File: config.mk
export PLATFORM = sky130hd
export DESIGN_NAME = seq_multiplier
export DESIGN_NICKNAME = d
export VERILOG_FILES = /design/src/rtl/seq_multiplier.sv
export SDC_FILE = /design/constraint.sdc
export NUM_CORES = 1
export LEC_CHECK = 0
export BUFFER_PORTS_ARGS = -buffer_cell sky130_fd_sc_hd__buf_2
export CORE_ASPECT_RATIO = 0.75
export CORE_MARGIN = 10
export CORE_UTILIZATION = 30
export DETAILED_ROUTE_END_ITERATION = 6
export PLACE_DENSITY = 0.57
export SLEW_MARGIN = 20
export SYNTH_ARGS = -nofsm -noshare
export SYNTH_HDL_FRONTEND = slang
export SYNTH_SLANG_ARGS = --single-unit
File: constraint.sdc
create_clock -name clk -period 12.8 [get_ports clk]
set_clock_uncertainty 0.2 [all_clocks]
set_input_delay 0.64 -clock clk [delete_from_list [all_inputs] [get_ports clk]]
set_output_delay 0.64 -clock clk [all_outputs]
set_load 0.1 [all_outputs]
File: src/rtl/seq_multiplier.sv
// rtl/seq_multiplier.sv - iterative shift-add multiplier, BITS_PER_CYCLE multiplier bits per clock
module seq_multiplier #(
    parameter int WIDTH          = 32,
    parameter int BITS_PER_CYCLE = 4
) (
    input  logic                 clk,
    input  logic                 rst,
    input  logic                 start,
    input  logic                 cancel,
    input  logic [1:0]           mode,
    input  logic [WIDTH-1:0]     operand_1,
    input  logic [WIDTH-1:0]     operand_2,
    output logic                 busy,
    output logic                 done,
    output logic [2*WIDTH-1:0]   result_mul
);

    localparam int N     = WIDTH / BITS_PER_CYCLE;
    localparam int CNT_W = (N > 1) ? $clog2(N) : 1;
    localparam int SH_W  = $clog2(2 * WIDTH);
    localparam int PW    = WIDTH + BITS_PER_CYCLE;

    localparam logic [0:0] IDLE = 1'b0;
    localparam logic [0:0] CALC = 1'b1;
    localparam logic [CNT_W-1:0] LAST = CNT_W'(N - 1);

    logic [0:0]         state;
    logic [CNT_W-1:0]   counter;
    logic [WIDTH-1:0]   mag1;
    logic [WIDTH-1:0]   mplier;
    logic [2*WIDTH-1:0] acc;
    logic               sign;

    logic               neg1;
    logic               neg2;
    logic [WIDTH-1:0]   op1_mag;
    logic [WIDTH-1:0]   op2_mag;
    logic [PW-1:0]      partial;
    logic [SH_W-1:0]    shamt;
    logic [2*WIDTH-1:0] acc_next;
    logic [2*WIDTH-1:0] final_val;
    logic               zero_op;

    // Operands are reduced to magnitudes so the datapath is purely unsigned;
    // the sign is reapplied once on the completing edge.
    always_comb begin
        neg1      = operand_1[WIDTH-1] & ((mode == 2'b01) | (mode == 2'b10));
        neg2      = operand_2[WIDTH-1] & (mode == 2'b01);
        op1_mag   = neg1 ? -operand_1 : operand_1;
        op2_mag   = neg2 ? -operand_2 : operand_2;
        zero_op   = (operand_1 == '0) || (operand_2 == '0);
        partial   = {{BITS_PER_CYCLE{1'b0}}, mag1}
                  * {{WIDTH{1'b0}}, mplier[BITS_PER_CYCLE-1:0]};
        shamt     = SH_W'(counter) * SH_W'(BITS_PER_CYCLE);
        acc_next  = acc + ((2*WIDTH)'(partial) << shamt);
        final_val = sign ? -acc_next : acc_next;
    end

    always_ff @(posedge clk or posedge rst) begin
        if (rst) begin
            state      <= IDLE;
            counter    <= '0;
            mag1       <= '0;
            mplier     <= '0;
            acc        <= '0;
            sign       <= 1'b0;
            busy       <= 1'b0;
            done       <= 1'b0;
            result_mul <= '0;
        end else begin
            done <= 1'b0;
            if (state == IDLE) begin
                if (start && !cancel) begin
                    if (zero_op) begin
                        result_mul <= '0;
                        done       <= 1'b1;
                    end else begin
                        mag1    <= op1_mag;
                        mplier  <= op2_mag;
                        sign    <= neg1 ^ neg2;
                        acc     <= '0;
                        counter <= '0;
                        state   <= CALC;
                        busy    <= 1'b1;
                    end
                end
            end else begin
                // A flush wins over completion so a cancelled op never reports done.
                if (cancel) begin
                    state <= IDLE;
                    busy  <= 1'b0;
                end else begin
                    acc     <= acc_next;
                    mplier  <= mplier >> BITS_PER_CYCLE;
                    counter <= counter + CNT_W'(1);
                    if (counter == LAST) begin
                        result_mul <= final_val;
                        done       <= 1'b1;
                        state      <= IDLE;
                        busy       <= 1'b0;
                    end
                end
            end
        end
    end

endmodule

==> flow_summary.yaml, run 1 <==
setup_path:
  arrival_ps: 10210
  worst_setup_path_start_kind: "flip-flop"
  rr_startpoint: "mplier[3]$_DFFE_PP0P_"
  reg2reg_depth: 31
  r2r_end: "result_mul[60]$_DFFE_PP0P_"
  cp.required_ps: 12960
  max_stage_delay_ps: 890
  cp-end-kind: "flip-flop"
  worstPathMaxFanout: 33
  cpMaxStageDelayCell: "a2111oi_2"
  worst-r2r-setup-slack_ps: 2740
  crit_type: "flip-flop to flip-flop"
synth:
  synth_area_leaders: "dfrtp_1 (25%), ha_1 (6.8%), fa_1 (6.1%)"
  yosys.area_share.xor_xnor_pct: 8.164
  synth.most_common_cell: "nand2_1"
  synth_common_cells: "nand2_1 (319), o21ai_0 (229), a21oi_1 (220), dfrtp_1 (199), nor2_1 (187)"
  synth_edf_count: 0
  synth_cells: 2556
  synth-simple-area-share_pct: 20.77
  syn_area_um2: 20020
  ys_types: 91
  synthMuxAreaShare_pct: 2.600
  syn_avg_cell_area_um2: 7.831
  yosysTopAreaCell: "dfrtp_1"
  synth_top_flop_cell: "dfrtp_1"
  synth_fa_ha_area_share_pct: 12.91
  synthArstFlopShare_pct: 100.0
  yosys_register_bits: 199
  synth_fp_nets: 2796
  synth-seq-area-share_pct: 24.88
  synth_top_family_by_area: "compound AO/OA/AOI/OAI gates"
  synth_compound_area_share_pct: 25.12
  synth_top_area_share_pct: 24.88
  synth_warnings: 0
detailed_routing:
  ant_nets: 0
  firstDrtPassIters: 6
  drt_iter0_drc: 1793
  drt-met1-wl_mm: 34.29
  wl_per_cell_um: 18.95
  vias_per_cell: 5.405
  wl_mm: 66.11
  route.met2.wl_mm: 26.80
  dr_wl_met3_mm: 4.210
  route.detailed.drc: 0
  dr.max_layer_used: "met5"
  num_vias: 18850
sta:
  min_period_ps: 10060
  max-slew-margin-rel_pct: 27.78
  drv_slew: 0
  finalSetupViolCount: 0
  rsz0062_at_grt: "no"
  max_freq_mhz: 99.42
  hold_viol_final: 0
  timing.final.crit_share_pct: 78.58
  final.setup.tns_ps: 0
  worst_pin_slew_ps: 1082
clocking:
  clk_path_buf_depth: 2
  clk_pin_slew_ps: 80
  cts_root_buf: "clkbuf_16"
  cts_resized: 0
  cts.sinks: 199
  numCtsBuffers: 17
  cts_hold_buf: 0
  htreeDepth: 4
  cts_tree: "built"
  clock_latency_ps: 490
  cts_setup_buffers: 0
placement:
  dpl.hpwl_mm: 51.79
  dp_cells: 3453
  finalWeightedCongestion: 0.9772
  io_buffers: 135
  postPlaceCellArea_um2: 21500
layout:
  layout-drive-gt1-share_pct: 9.755
  final_nets: 2841
  fill_cells: 7065
  design_area_um2: 22110
  stdcell_count: 3488
  synthToLayoutAreaGrowth_pct: 10.46
floorplanning:
  io_pins: 136
  core_area_um2: 65670
  rows: 81
  start_util_pct: 30.48
  die_area_um2: 77560
  die_h_um: 243.7
  dieWidth_um: 318.3
outcome:
  status: "complete, no violations"
grt:
  grt_pass1_vias: 17970
  grt_max_degree: 80
  antenna_found_initial: 3
  grt_usage_pct: 16.80
  grt_pass1_wl_mm: 105.7
  grt-ovfl-total: 0
worst_hold_path:
  hold_class: "input port to asynchronous set/reset pin"
job:
  drv_cap: 0
[metrics by stage]
stage | utilization (%) | hold WS (ps) | setup slack (ps)
after floorplan | - | 248.8 | 4538
after global placement | 32.73 | 260.6 | 2572
after detailed placement | 32.74 | 265.2 | 2896
after CTS | 33.64 | 27.61 | 2834
after global routing | 33.66 | 54.28 | 1993
final | 33.67 | 29.26 | 2742
[how the worst max path moves through the flow]
stage | startpoint | endpoint | slack, ps | depth (start not counted)
final | mplier[3]$_DFFE_PP0P_ | result_mul[60]$_DFFE_PP0P_ | 2740 | 31
after global routing | mplier[3]$_DFFE_PP0P_ | result_mul[56]$_DFFE_PP0P_ | 1990 | 31
after CTS | mplier[3]$_DFFE_PP0P_ | result_mul[60]$_DFFE_PP0P_ | 2830 | 30
after detailed placement | mplier[3]$_DFFE_PP0P_ | result_mul[58]$_DFFE_PP0P_ | 2900 | 30
after global placement | mplier[3]$_DFFE_PP0P_ | result_mul[56]$_DFFE_PP0P_ | 2570 | 31
after floorplan | mplier[3]$_DFFE_PP0P_ | result_mul[60]$_DFFE_PP0P_ | 4540 | 32
[registers in the layout, indices dropped and copies added (netlist names)]
name        cells
acc            64
result_mul     64
mag1           32
mplier         32
counter         3
busy            1
done            1
sign            1
state           1
[kinds of logic (layout without fill, tap and decap cells)]
| logic type | count (synthesis) | in the layout |
|---|---|---|
| flops | 199 | 199 |
| buf+inv | 294 | 352 |
| mux | 49 | 49 |
| fa+ha+maj | 170 | 170 |
| other cells | 0 | 3 |
| compound gates | 803 | 803 |
| xor+xnor | 184 | 184 |
| simple gates | 857 | 857 |
[layer usage]
layer | GRT usage [%] | vias up
li1 | - | 9134
met1 | 26.02 | 9095
met2 | 23.81 | 575
met3 | 2.710 | 48
met4 | 3.268 | 2
met5 | 0 | -
[worst max-delay path, delay by kind of cell (launching register included)]
family                     cells  cell delay, ps
AOI/OAI and AO/OA             15            3850
xor gates and xnor gates       3             840
adders and majority gates      4            2020
buffers and inverters          2             330
DFF                            1             330
muxes                          1             260
and+or+nand+nor                6            2070
[layout by cell type (no fill, tap or decap), drive strengths merged, types with 14 or more instances in the layout]
cell type  count
dfrtp        199
a22o          52
buf          160
o31ai         36
o22ai         16
a31oi         15
or3           24
a21oi        220
nand3         30
nand2b        16
and2         119
o21ai        260
ha           109
o211ai        22
nand4         36
mux2i         34
nand2        319
nor3          43
clkbuf        18
inv          167
a21o          43
a211oi        18
nor2         187
o21bai        14
fa            61
mux2          14
nor4          20
xor2          96
xnor2         87
[layout make-up]
cell class / instances / area (µm²) / share of cell area (%)
sequential: 199 / 4982 / 22.53
clock inverter: 14 / 155.1 / 0.7017
inverter: 160 / 608.1 / 2.750
clock buffer: 18 / 439.2 / 1.986
timing repair buffer: 160 / 863.3 / 3.905
tap: 871 / 1090 / 4.929
antenna: 3 / 7.507 / 0.03395
multi-input combinational: 2063 / 13960 / 63.16
Power of run 1 is left out: the tool's default activity adds up to more than one toggle a clock period on the data nets, which glitch-free logic cannot reach.
==> run 2: changes to the inputs <==
==> constraint.sdc (replaced) <==
create_clock -name clk -period 9.4 [get_ports clk]
set_clock_uncertainty 0.2 [all_clocks]
set_input_delay 0.47 -clock clk [delete_from_list [all_inputs] [get_ports clk]]
set_output_delay 0.47 -clock clk [all_outputs]
set_load 0.1 [all_outputs]
==> run 2 against run 1 <==
Sequential share of layout area is 1.1 points lower; register-to-register slack worse by 2300 ps; first-iteration DRC count is 2.7% higher; count of clock-buffer cells in the layout is 1 higher; via count is 2.9% higher; final cell count is 3.9% higher; die area stayed put; critical path depth is 2 higher; fmax is 12% higher; worst setup slack worse by 2300 ps; largest cell class unchanged; non-clock buffer count is 138 higher; wire length is 2.9% higher.
==> flow_summary.yaml, run 2 (synthesis gave the netlist of run 1 again) <==
clocking:
  cts.sinks: 199
  clk_path_buf_depth: 2
  numCtsBuffers: 17
  clock_latency_ps: 490
  cts_tree: "built"
  cts_root_buf: "clkbuf_16"
  clk_pin_slew_ps: 80
  htreeDepth: 4
outcome:
  status: "complete, no violations"
grt:
  grt_max_degree: 84
  grt-ovfl-total: 0
  antenna_found_initial: 4
  grt_usage_pct: 17.16
  grt_pass1_vias: 18370
  grt_pass1_wl_mm: 107.5
setup_path:
  crit_type: "flip-flop to flip-flop"
  arrival_ps: 9140
  cpMaxStageDelayCell: "dfrtp_4"
  reg2reg_depth: 33
  worst_setup_path_start_kind: "flip-flop"
  max_stage_delay_ps: 590
  cp.required_ps: 9560
  cp_num_buf_inv: 5
  worstPathMaxFanout: 22
  r2r_end: "result_mul[63]$_DFFE_PP0P_"
  worst-r2r-setup-slack_ps: 410
  cp_top_family: "compound AO/OA/AOI/OAI gates"
  rr_startpoint: "mplier[2]$_DFFE_PP0P_"
  cp-end-kind: "flip-flop"
placement:
  dp_cells: 3589
  dpl.hpwl_mm: 54.01
  postPlaceCellArea_um2: 22530
  finalWeightedCongestion: 0.9787
  io_buffers: 135
detailed_routing:
  vias_per_cell: 5.350
  wl_mm: 68.01
  route.detailed.drc: 0
  firstDrtPassIters: 6
  drt_iter0_drc: 1842
  ant_nets: 0
  num_vias: 19390
  wl_per_cell_um: 18.76
floorplanning:
  die_area_um2: 77560
  die_h_um: 243.7
  io_pins: 136
  core_area_um2: 65670
  rows: 81
  dieWidth_um: 318.3
  start_util_pct: 30.48
layout:
  design_area_um2: 23260
  layout-drive-gt1-share_pct: 14.87
  stdcell_count: 3625
  final_common_cell: "nand2_1"
  synthToLayoutAreaGrowth_pct: 16.23
  final_nets: 2979
  fin_util_pct: 35.42
  top_regs: "acc (64), result_mul (64)"
  fill_cells: 7035
  layout_common_cells: "nand2_1 (318), o21ai_0 (226), a21oi_1 (217)"
worst_hold_path:
  hold_class: "input port to flip-flop"
  worstHoldPathCells: 3
  hold_start: "operand_1[1]"
  worstHoldEndpoint: "mag1[1]$_DFFE_PP0P_"
sta:
  max-slew-margin-rel_pct: 34.16
  timing.final.crit_share_pct: 95.62
  hold_viol_final: 0
  finalSetupViolCount: 0
  drv_slew: 0
  min_period_ps: 8988
  max_freq_mhz: 111.3
  worst_pin_slew_ps: 975.2
job:
  drv_cap: 0
run 2: final cells by class:
class | instances | area (µm²) | area share [%]
clock inverters | 12 | 138.9 | 0.5970
inverters | 160 | 608.1 | 2.614
flip-flops and latches | 199 | 4989 | 21.44
repair buffers | 298 | 1914 | 8.229
clock buffers | 19 | 442.9 | 1.904
well taps | 871 | 1090 | 4.685
multi-input cells | 2063 | 14070 | 60.50
diodes | 3 | 7.507 | 0.03227
run 2: how the worst max path moves through the flow:
stage	start	to	slack, ps	cells past startpoint
floorplan	mplier[3]$_DFFE_PP0P_	result_mul[60]$_DFFE_PP0P_	1140	32
global placement	mplier[2]$_DFFE_PP0P_	result_mul[60]$_DFFE_PP0P_	-40	34
detailed placement	mplier[2]$_DFFE_PP0P_	result_mul[60]$_DFFE_PP0P_	80	33
CTS	mplier[2]$_DFFE_PP0P_	result_mul[63]$_DFFE_PP0P_	120	34
global route	mplier[3]$_DFFE_PP0P_	result_mul[62]$_DFFE_PP0P_	-40	36
finish	mplier[2]$_DFFE_PP0P_	result_mul[63]$_DFFE_PP0P_	410	33
run 2: per-layer routing:
| metal | track usage [%] | part of all wire, % |
|---|---|---|
| met1 | 25.57 | 50 |
| met2 | 24.35 | 41 |
| met3 | 4.652 | 7.9 |
| met4 | 2.856 | 0.92 |
| met5 | 0 | 0.019 |
run 2: repair_timing:
action                                  in CTS  in global routing
hold endpoints to repair                    81                  0
hold buffers                                 1                  0
endpoints found under the setup margin       4                 28
setup buffers                                0                  1
resized for setup                            1                 30
pin swaps                                    0                  2
run 2: worst reg2reg max path, delay by kind of cell (launching register included):
family	cells	cell delay, ps
compound gates	15	3300
xor+xnor	3	680
fa+ha+maj	4	1860
buf+inv	5	730
flops	1	590
simple gates	6	1510
run 2: metrics by stage:
stage / TNS, ps / hold WS [ps] / setup WS, ps
4_1_cts: 0 / 51.46 / 121.4
5_1_grt: -100.3 / 69.74 / -40.12
6_report: 0 / 79.79 / 412.1
3_5_place_dp: 0 / 265.6 / 83.58
3_3_place_gp: -101.0 / 259.8 / -42.18
2_1_floorplan: 0 / 248.8 / 1138
Power of run 2 is left out for the same reason.
==> run 3: changes to the inputs <==
--- a/config.mk
+++ b/config.mk
@@ -11,6 +11,7 @@
 export CORE_UTILIZATION = 30
 export DETAILED_ROUTE_END_ITERATION = 6
 export PLACE_DENSITY = 0.57
+export SETUP_SLACK_MARGIN = 0.05
 export SLEW_MARGIN = 20
 export SYNTH_ARGS = -nofsm -noshare
 export SYNTH_HDL_FRONTEND = slang
==> constraint.sdc (replaced) <==
create_clock -name clk -period 9 [get_ports clk]
set_clock_uncertainty 0.2 [all_clocks]
set_input_delay 0.45 -clock clk [delete_from_list [all_inputs] [get_ports clk]]
set_output_delay 0.45 -clock clk [all_outputs]
set_load 0.1 [all_outputs]
==> run 3 against run 2 <==
Final area is 3.9% higher; global-route usage is 0.33 points higher; flip-flop and latch count stayed put; die area stayed put; worst setup slack better by 12 ps; non-clock buffer count is 95 higher; first-iteration DRC count is 1.3% higher; register-to-register slack hardly changed; fmax is 4.8% higher; sequential share of layout area is 0.81 points lower; critical path type unchanged.
==> flow_summary.yaml, run 3 (synthesis gave the netlist of run 1 again) <==
sta:
  max_freq_mhz: 116.6
  setup_slack_ps: 424.5
  worst_pin_slew_ps: 993.1
  drv_slew: 0
  finalSetupViolCount: 0
  rsz0062_at_grt: "no"
  timing.final.crit_share_pct: 95.28
  max-slew-margin-rel_pct: 33.80
  min_period_ps: 8576
  hold_viol_final: 0
setup_path:
  cp-end-kind: "flip-flop"
  arrival_ps: 8730
  max_stage_delay_ps: 540
  worstPathMaxFanout: 23
  crit_type: "flip-flop to flip-flop"
  worst_setup_path_start_kind: "flip-flop"
  cp.required_ps: 9150
  cpMaxStageDelayCell: "fa_1"
  cpMostUsedCell: "buf_4"
detailed_routing:
  wl_per_cell_um: 18.66
  ant_nets: 0
  vias_per_cell: 5.269
  wl_mm: 69.45
  drt_iter0_drc: 1866
  firstDrtPassIters: 6
  num_vias: 19610
  route.detailed.drc: 0
floorplanning:
  core_area_um2: 65670
  start_util_pct: 30.48
  io_pins: 136
  dieWidth_um: 318.3
  rows: 81
  die_area_um2: 77560
  die_h_um: 243.7
grt:
  grt_pass1_vias: 18960
  grt-ovfl-total: 0
  grt_pass1_wl_mm: 109.8
  antenna_found_initial: 4
  grt_usage_pct: 17.49
  grt_max_degree: 79
layout:
  layout-drive-gt1-share_pct: 19.11
  layout_common_cells: "nand2_1 (318), buf_4 (256), o21ai_0 (221)"
  top_regs: "acc (64), result_mul (64)"
  synthToLayoutAreaGrowth_pct: 20.70
  final_nets: 3074
  final_common_cell: "nand2_1"
  stdcell_count: 3721
  fill_cells: 6970
clocking:
  clk_pin_slew_ps: 90
  cts_root_buf: "clkbuf_16"
  cts.sinks: 199
  numCtsBuffers: 17
  clock_latency_ps: 500
  htreeDepth: 4
  cts_tree: "built"
  clk_path_buf_depth: 2
placement:
  dpl.hpwl_mm: 54.84
  io_buffers: 135
  dp_slack_ps: -71.06
  dp_cells: 3674
  finalWeightedCongestion: 0.9452
job:
  drv_cap: 0
outcome:
  status: "complete, no violations"
worst_hold_path:
  hold_class: "input port to flip-flop"
==> run 3: cell types whose count changed in the layout (fill, tap and decap cells not counted), moves of 3 or more <==
cell and delta:
a211oi_1 -4, a211oi_2 +4, a21oi_1 -9, a21oi_2 +9
buf_4 +95, ha_1 -8, ha_2 +8, nor2_1 -3
o21ai_0 -5, o21ai_1 +6
==> run 3: repair_timing <==
| action | 4_1_cts | 5_1_grt |
|---|---|---|
| gates resized for setup | 4 | 77 |
| hold endpoints to repair | 76 | 0 |
| hold buffers | 1 | 0 |
| pin swaps | 0 | 15 |
| setup buffers | 0 | 11 |
| setup endpoints to repair | 13 | 36 |
==> run 3: cell type report <==
type / instances / area [µm²] / share of cell area (%)
Sequential cell: 199 / 4986 / 20.64
Antenna cell: 3 / 7.507 / 0.03107
Multi-Input combinational cell: 2063 / 14250 / 59.00
Clock inverter: 13 / 156.4 / 0.6474
Inverter: 160 / 608.1 / 2.517
Tap cell: 871 / 1090 / 4.511
Timing Repair Buffer: 393 / 2615 / 10.82
Clock buffer: 19 / 442.9 / 1.833
==> run 3: final timing paths <==
kind | slack (ps) | start | endpoint | cells after the start
max | 420 | mplier[3]$_DFFE_PP0P_ | result_mul[63]$_DFFE_PP0P_ | 37
min | 50 | operand_1[16] | mag1[16]$_DFFE_PP0P_ | 3
max reg2reg | 420 | mplier[3]$_DFFE_PP0P_ | result_mul[63]$_DFFE_PP0P_ | 37
min reg2reg | 280 | result_mul[3]$_DFFE_PP0P_ | result_mul[3]$_DFFE_PP0P_ | 2
max in group asynchronous | 6900 | rst | state$_DFF_PP0_ | 4
min in group asynchronous | 340 | rst | result_mul[1]$_DFFE_PP0P_ | 3
==> run 3: per-stage QoR <==
| stage | setup TNS [ps] | hold slack [ps] | utilization (%) | instance area, µm² |
|---|---|---|---|---|
| 2_1_floorplan | 0 | 248.8 | - | 20020 |
| 3_3_place_gp | -502.1 | 257.4 | 35.25 | 23150 |
| 3_5_place_dp | -217.1 | 265.4 | 35.25 | 23150 |
| 4_1_cts | 0 | 23.46 | 36.20 | 23780 |
| 5_1_grt | 0 | 61.41 | 36.78 | 24150 |
| 6_report | 0 | 45.90 | 36.79 | 24160 |
==> run 3: worst max-delay path, delay by kind of cell (launching register included) <==
family / cells / cell delay, ps
xor+xnor: 2 / 280
simple gates: 5 / 960
compound gates: 16 / 3110
flops: 1 / 450
mux: 2 / 480
fa+ha+maj: 4 / 1760
buf+inv: 8 / 1190
==> run 3: routing by layer <==
metal	wire, µm	track usage, %	share of wire (%)
met1	35300	26.16	51
met2	28130	24.83	41
met3	5134	4.371	7.4
met4	874	3.240	1.3
met5	13	0	0.019
Power of run 3 is left out for the same reason.
